File: src/rtl/uart_tx_fifo.sv
// uart_tx_fifo: byte FIFO that feeds a UART transmitter one byte at a time.
// Each byte is popped into para_data with a one-cycle uart_tx_enable pulse,
// then the block waits for tx_done (or a timeout) before the next byte.
module uart_tx_fifo #(
  parameter int DEPTH       = 16,
  parameter int TIMEOUT_CYC = 6000
) (
  input  logic                   uart_clk,
  input  logic                   uart_rst_n,
  input  logic                   wr_en,
  input  logic [7:0]             wr_data,
  input  logic                   tx_done,
  output logic                   uart_tx_enable,
  output logic [7:0]             para_data,
  output logic                   full,
  output logic                   empty,
  output logic [$clog2(DEPTH):0] count,
  output logic                   busy,
  output logic                   ovf,
  output logic                   tmo
);

  localparam int AW = $clog2(DEPTH);
  localparam int TW = $clog2(TIMEOUT_CYC + 1);
  localparam logic [TW-1:0] TMO_LAST = TW'(TIMEOUT_CYC - 1);
  localparam logic [AW:0]   FULL_CNT = (AW + 1)'(DEPTH);

  typedef enum logic [1:0] {
    IDLE,
    SEND,
    WAIT
  } state_t;

  state_t        state;
  state_t        state_nxt;
  logic [7:0]    mem [DEPTH];
  logic [AW-1:0] wr_ptr;
  logic [AW-1:0] rd_ptr;
  logic [TW-1:0] tmo_cnt;
  logic [AW:0]   count_nxt;
  logic          push;
  logic          pop;
  logic          timeout_hit;

  // Writes use the registered full flag, so a drop is decided before any same-edge pop.
  // Pops use the registered empty flag, so a byte written into an empty FIFO waits one edge.
  assign push        = wr_en && !full;
  assign pop         = (state == IDLE) && !empty;
  assign timeout_hit = (state == WAIT) && !tx_done && (tmo_cnt == TMO_LAST);
  assign count_nxt   = count + {{AW{1'b0}}, push} - {{AW{1'b0}}, pop};

  assign uart_tx_enable = (state == SEND);
  assign busy           = (state != IDLE);

  // Next-state logic: one start cycle, then wait for tx_done or the timeout.
  always_comb begin
    state_nxt = state;
    case (state)
      IDLE:    if (!empty) state_nxt = SEND;
      SEND:    state_nxt = WAIT;
      WAIT:    if (tx_done || (tmo_cnt == TMO_LAST)) state_nxt = IDLE;
      default: state_nxt = IDLE;
    endcase
  end

  // State register.
  always_ff @(posedge uart_clk or negedge uart_rst_n) begin
    if (!uart_rst_n) state <= IDLE;
    else             state <= state_nxt;
  end

  // Storage array; contents need no reset because the pointers gate every read.
  always_ff @(posedge uart_clk) begin
    if (push) mem[wr_ptr] <= wr_data;
  end

  // Pointers, occupancy flags, popped byte and the sticky overflow flag.
  always_ff @(posedge uart_clk or negedge uart_rst_n) begin
    if (!uart_rst_n) begin
      wr_ptr    <= '0;
      rd_ptr    <= '0;
      count     <= '0;
      full      <= 1'b0;
      empty     <= 1'b1;
      para_data <= 8'h00;
      ovf       <= 1'b0;
    end else begin
      if (push) wr_ptr <= wr_ptr + 1'b1;
      if (pop) begin
        rd_ptr    <= rd_ptr + 1'b1;
        para_data <= mem[rd_ptr];
      end
      count <= count_nxt;
      full  <= (count_nxt == FULL_CNT);
      empty <= (count_nxt == '0);
      if (wr_en && full) ovf <= 1'b1;
    end
  end

  // Timeout counter, restarted on every start pulse, plus the sticky timeout flag.
  always_ff @(posedge uart_clk or negedge uart_rst_n) begin
    if (!uart_rst_n) begin
      tmo_cnt <= '0;
      tmo     <= 1'b0;
    end else begin
      if (state == SEND) begin
        tmo_cnt <= '0;
      end else if ((state == WAIT) && !tx_done && (tmo_cnt != TMO_LAST)) begin
        tmo_cnt <= tmo_cnt + 1'b1;
      end
      if (timeout_hit) tmo <= 1'b1;
    end
  end

endmodule

File: config.mk
export PLATFORM = sky130hd
export DESIGN_NAME = uart_tx_fifo
export DESIGN_NICKNAME = d
export VERILOG_FILES = /design/src/rtl/uart_tx_fifo.sv
export SDC_FILE = /design/constraint.sdc
export NUM_CORES = 1
export LEC_CHECK = 0
export ABC_CLOCK_PERIOD_IN_PS = 5800
export CORE_MARGIN = 2
export CORE_UTILIZATION = 24
export CTS_BUF_LIST = sky130_fd_sc_hd__clkbuf_2 sky130_fd_sc_hd__clkbuf_4 sky130_fd_sc_hd__clkbuf_8
export DETAILED_ROUTE_END_ITERATION = 12
export GPL_TIMING_DRIVEN = 0
export PLACE_DENSITY_LB_ADDON = 0.25
export SYNTH_ARGS = -nofsm -noshare
export SYNTH_HDL_FRONTEND = slang
export SYNTH_SLANG_ARGS = --single-unit
File: constraint.sdc
create_clock -name uart_clk -period 5.8 [get_ports uart_clk]
set_input_delay 1.16 -clock uart_clk [delete_from_list [all_inputs] [get_ports uart_clk]]
set_output_delay 1.16 -clock uart_clk [all_outputs]
set_load 0.01 [all_outputs]
# ---- Word-level counts from Yosys, hierarchy flattened
# Memories as Yosys holds them, arrays and structs flattened. A register that Yosys moved wholly into a read port is not among the register bits.
# Cells that the tools add are included.
dict set report word_totals {
  memories 1
  ram_bits 128
  ff_bits 32
  in_bits 12
  elab_cells 45
}
# name words width rd rd_ports_with_merged_regs wr line
set mem_list {}
lappend mem_list {mem 16 8 1 1 1 36} ;# logic [7:0] mem [DEPTH];
dict set report classes {
  n_reduce_logical 16
  mux 7
  n_eq_ne 7
  n_addsub 5
}
# op count
set op_table {}
lappend op_table {{$mux 13} 2}
lappend op_table {{$add 13x1->13 const B} 1}
lappend op_table {{$eq 13x13->1 const B} 1}
lappend op_table {{$ne 13x13->1 const B} 1}
lappend op_table {{$add 4x1->4 const B} 2}
lappend op_table {{$logic_and 1x1->1} 6}
lappend op_table {{$pmux 2 s3} 1}
lappend op_table {{$add 5x1->5} 1}
lappend op_table {{$eq 5x5->1 const B} 1}
lappend op_table {{$logic_not 5->1} 1}
lappend op_table {{$sub 5x1->5} 1}
lappend op_table {{$logic_not 1->1} 4}
lappend op_table {{$mux 2} 2}
lappend op_table {{$ne 2x2->1 const B} 2}
lappend op_table {{$reduce_bool 2->1} 2}
lappend op_table {{$eq 2x1->1 const B} 1}
lappend op_table {{$eq 2x2->1 const B} 1}
lappend op_table {{$logic_not 2->1} 1}
lappend op_table {{$mux 1} 2}
lappend op_table {{$reduce_and 2->1} 1}
lappend op_table {{$logic_or 1x1->1} 1}

# ---- Logic depth before layout (Yosys ltp)
dict set report depth {
  ltp_word 5
  depth_mapped 12
}

# ---- Least setup slack after synthesis
# Ideal clock, no wire load.
dict set report synth_path {
  kind {input to register}
  start {input port wr_en}
  end {register full}
  slack_ps 2550
  stages 12
  required_ps 5699
  t_arrival_ps 3149
  cell_sequence {nor2b_1 -> clkbuf_1 -> inv_1 -> ha_1 -> inv_1 -> ha_1 -> inv_1 -> fa_1 -> nor2b_1 -> o21ai_0 -> and3_1 -> nor4_1}
}
dict set report synth_between {
  elab_chain_len 4
}
# element line
set synth_lines {}
lappend synth_lines {{start: declaration} 10} ;# input logic wr_en,
lappend synth_lines {{$logic_and 1x1->1} 47} ;# assign push = wr_en && !full;
lappend synth_lines {{$add 5x1->5} 50} ;# assign count_nxt = count + {{AW{1'b0}}, push} - {{AW{1'b0}}, pop};
lappend synth_lines {{$sub 5x1->5} 50}
lappend synth_lines {{$eq 5x5->1} 94} ;# full <= (count_nxt == FULL_CNT);
lappend synth_lines {{end signal: assignment} 94}
lappend synth_lines {{end: declaration} 15} ;# output logic full,
# Every way passes these cells.
# A chain may end at the register's enable or synchronous reset.

# ---- Worst setup path after layout
# Same ends and word-level chain as after synthesis.

==> impl_metrics.ini <==
[outcome]
outcome = complete, no violations

[clock_network]
cts.sinks = 168
cts-root-buf = clkbuf_8
cts_buffers = 17
clockBufferDepth = 2
ctsResizeCount = 0
cts_setup_buffers = 0
cts_tree = built
path_clk_slew_ps = 90
cts_max_level = 4
postCtsHoldBufs = 0
insertion_delay_ps = 470

[timing]
max_slew_margin_pct = 51.4
setup_viol = 0
tns_ps = 0
drv_slew = 0
rsz0062_at_grt = false
finalCriticalPeriod_ps = 3770
max_freq_mhz = 265
hold_viol_final = 0
skew_ps = 11.6
max_slew.worst_pin.slew_ps = 729
finalCritPeriodShare_pct = 65.0

[routing]
initialDrtViolationCount = 284
ant_nets = 0
dr_total_vias = 3545
wl_um = 15100
viasPerCell = 4.23
post_drt_wl_per_cell_um = 18.0
first_pass_iters = 5
drc = 0

[layout]
layout_common_cells = 128 x edfxtp_1, 39 x dfrtp_1, 29 x clkdlybuf4s50_1, 25 x mux4_2, 19 x mux2i_1
fin_area_sq_mm = 0.00810
fill_cells = 2898
fin_util_pct = 28.4
nNetsFinal = 466
multi_input_area_sq_mm = 0.00191
layout-drive-gt1-share_pct = 17.1
antenna_cells = 0
mostFrequentLayoutCell = edfxtp_1
synthToLayoutAreaGrowth_pct = 17.3
register_area_sq_mm = 0.00485

[synth]
synth_seq_area_share_pct = 70.2
synthDistinctLibCells = 45
syn_inst = 392
async_reset_ff_share_pct = 23.8
synth_flop_cell = edfxtp_1
netlist_area_sq_mm = 0.00690
ys_warn_count = 0
synth_edf_count = 128
synth_seq_cells = 168
syn-num-nets = 416
syn_area_per_cell_sq_um = 17.6

[setup_path]
r2r-start = state[0]
cp_data_required_time_ps = 6150
r2r-end = full
start_kind = primary input
cp-startpoint = wr_en
critPathKind = in -> reg
crit_arrival_ps = 4120
cp-end-kind = flop
crit_fanout = 8
rr_worst_depth = 11
endpoint = full
ff2ff_setup_slack_ps = 2730

[floorplan]
die_w_um = 174
rows = 62
core_sq_mm = 0.0285
die_area_sq_mm = 0.0301
start_util_pct = 24.2
dieHeight_um = 174
ios = 31

[flow_run]
cap_violations = 0

[placed_design]
portBuffers = 30
hpwl_um = 10000
place_area_sq_mm = 0.00770
gp_congestion = 0.737

[global_routing]
grtUsageTotal_pct = 10.6
antenna_found_initial = 1
grt_pass1_wl_um = 23300
grt-ovfl-total = 0
grt_max_degree = 28
grt_pass1_vias = 3878

[worst_hold_path]
hold_path.class = reg -> reg

[pwr]
p_per_area_mw_per_mm2 = 461
p_total_mw = 3.74
vdd_drop_max_mv = 0.138
power.leakage_nw = 2.86
[synth_stat cells (2+ instances only)]
library cell  count  area [sq um]
a21o_1           11          82.6
a21oi_1          11          55.1
and2_1           16           100
and3_1            6          37.5
buf_2             7          35.0
buf_4             2          15.0
clkbuf_1          3          11.3
dfrtp_1          39           976
edfxtp_1        128          3840
ha_1             11           138
inv_1            17          63.8
mux2i_1          19           190
mux4_1            6           158
mux4_2           25           563
nand2_1          17          63.8
nand2b_1          2          12.5
nand3_1           5          25.0
nand4_1           4          25.0
nor2_1            6          22.5
nor2b_1           2          12.5
nor3_1            3          15.0
nor3b_1           2          15.0
nor4_1            2          12.5
o21ai_0           5          25.0
o22ai_1           7          43.8
or2_2             2          12.5
or3_1             5          31.3
xnor2_1          10          87.6
xor2_1            3          26.3
[cell families (layout without fill, tap and decap cells)]
| logic type | after synthesis | after routing | share of synthesized area [%] |
|---|---|---|---|
| AO/OA/AOI/OAI | 39 | 39 | 3.57 |
| XOR/XNOR | 13 | 13 | 1.65 |
| flip-flops | 168 | 168 | 70.2 |
| buffers and inverters | 31 | 94 | 2.19 |
| multiplexers | 50 | 50 | 13.2 |
| adder cells (fa/ha/maj) | 12 | 12 | 2.28 |
| AND/OR/NAND/NOR | 79 | 79 | 6.91 |
[layer usage]
metal	share of wire, %	vias to the layer above	track usage [%]
met3	2.9	22	2.70
met4	2.0	2	4.20
met5	0.086	-	0
met1	45	1856	13.2
li1	-	1618	-
met2	50	47	17.8
[worst min-delay path by stage]
stage	depth (start not counted)	slack, ps	startpoint	endpoint
after floorplan	1	460	rd_ptr[3]	rd_ptr[3]
after global placement	1	440	ovf	ovf
after detailed placement	1	460	ovf	ovf
after CTS	1	480	ovf	ovf
after global routing	1	500	ovf	ovf
final	1	470	ovf	ovf
[area by class of cell]
| type | count | area share, % |
|---|---|---|
| buffer | 14 | 1.08 |
| clock buffer | 18 | 2.98 |
| clock inverter | 14 | 1.98 |
| inverter | 17 | 0.788 |
| multi-input combinational | 193 | 23.5 |
| sequential | 168 | 59.8 |
| tap | 384 | 5.93 |
| timing repair buffer | 31 | 3.89 |
[where the power goes]
part	switching (mW)	total (mW)	internal, mW
sequential	0.101	1.59	1.48
combinational	0.700	1.31	0.611
clock	0.476	0.841	0.365
[state kept, by name (all words and copies together), names as in the netlist]
name,count
count,5
empty,1
para_data,8
tmo,1
mem,128
rd_ptr,4
wr_ptr,4
state,2
full,1
tmo_cnt,13
ovf,1
[worst max-delay path, cell delays in order]
cell and delay [ps]:
clkdlybuf4s50_1 470, nor2b_1 210, clkbuf_1 300, inv_1 180, ha_1 320, inv_1 60, ha_1 150, inv_1 50
fa_1 400, nor2b_1 130, o21ai_0 160, and3_1 250, nor4_1 290
[metrics by stage]
step | instances | hold slack, ps | setup slack, ps
6_report | 839 | 470 | 2030
5_1_grt | 839 | 500 | 1790
4_1_cts | 839 | 477 | 1980
3_5_place_dp | 807 | 456 | 1520
3_3_place_gp | 806 | 439 | 1490
2_1_floorplan | 392 | 458 | 2550
No activity file was read; power rests on OpenSTA's default activity.
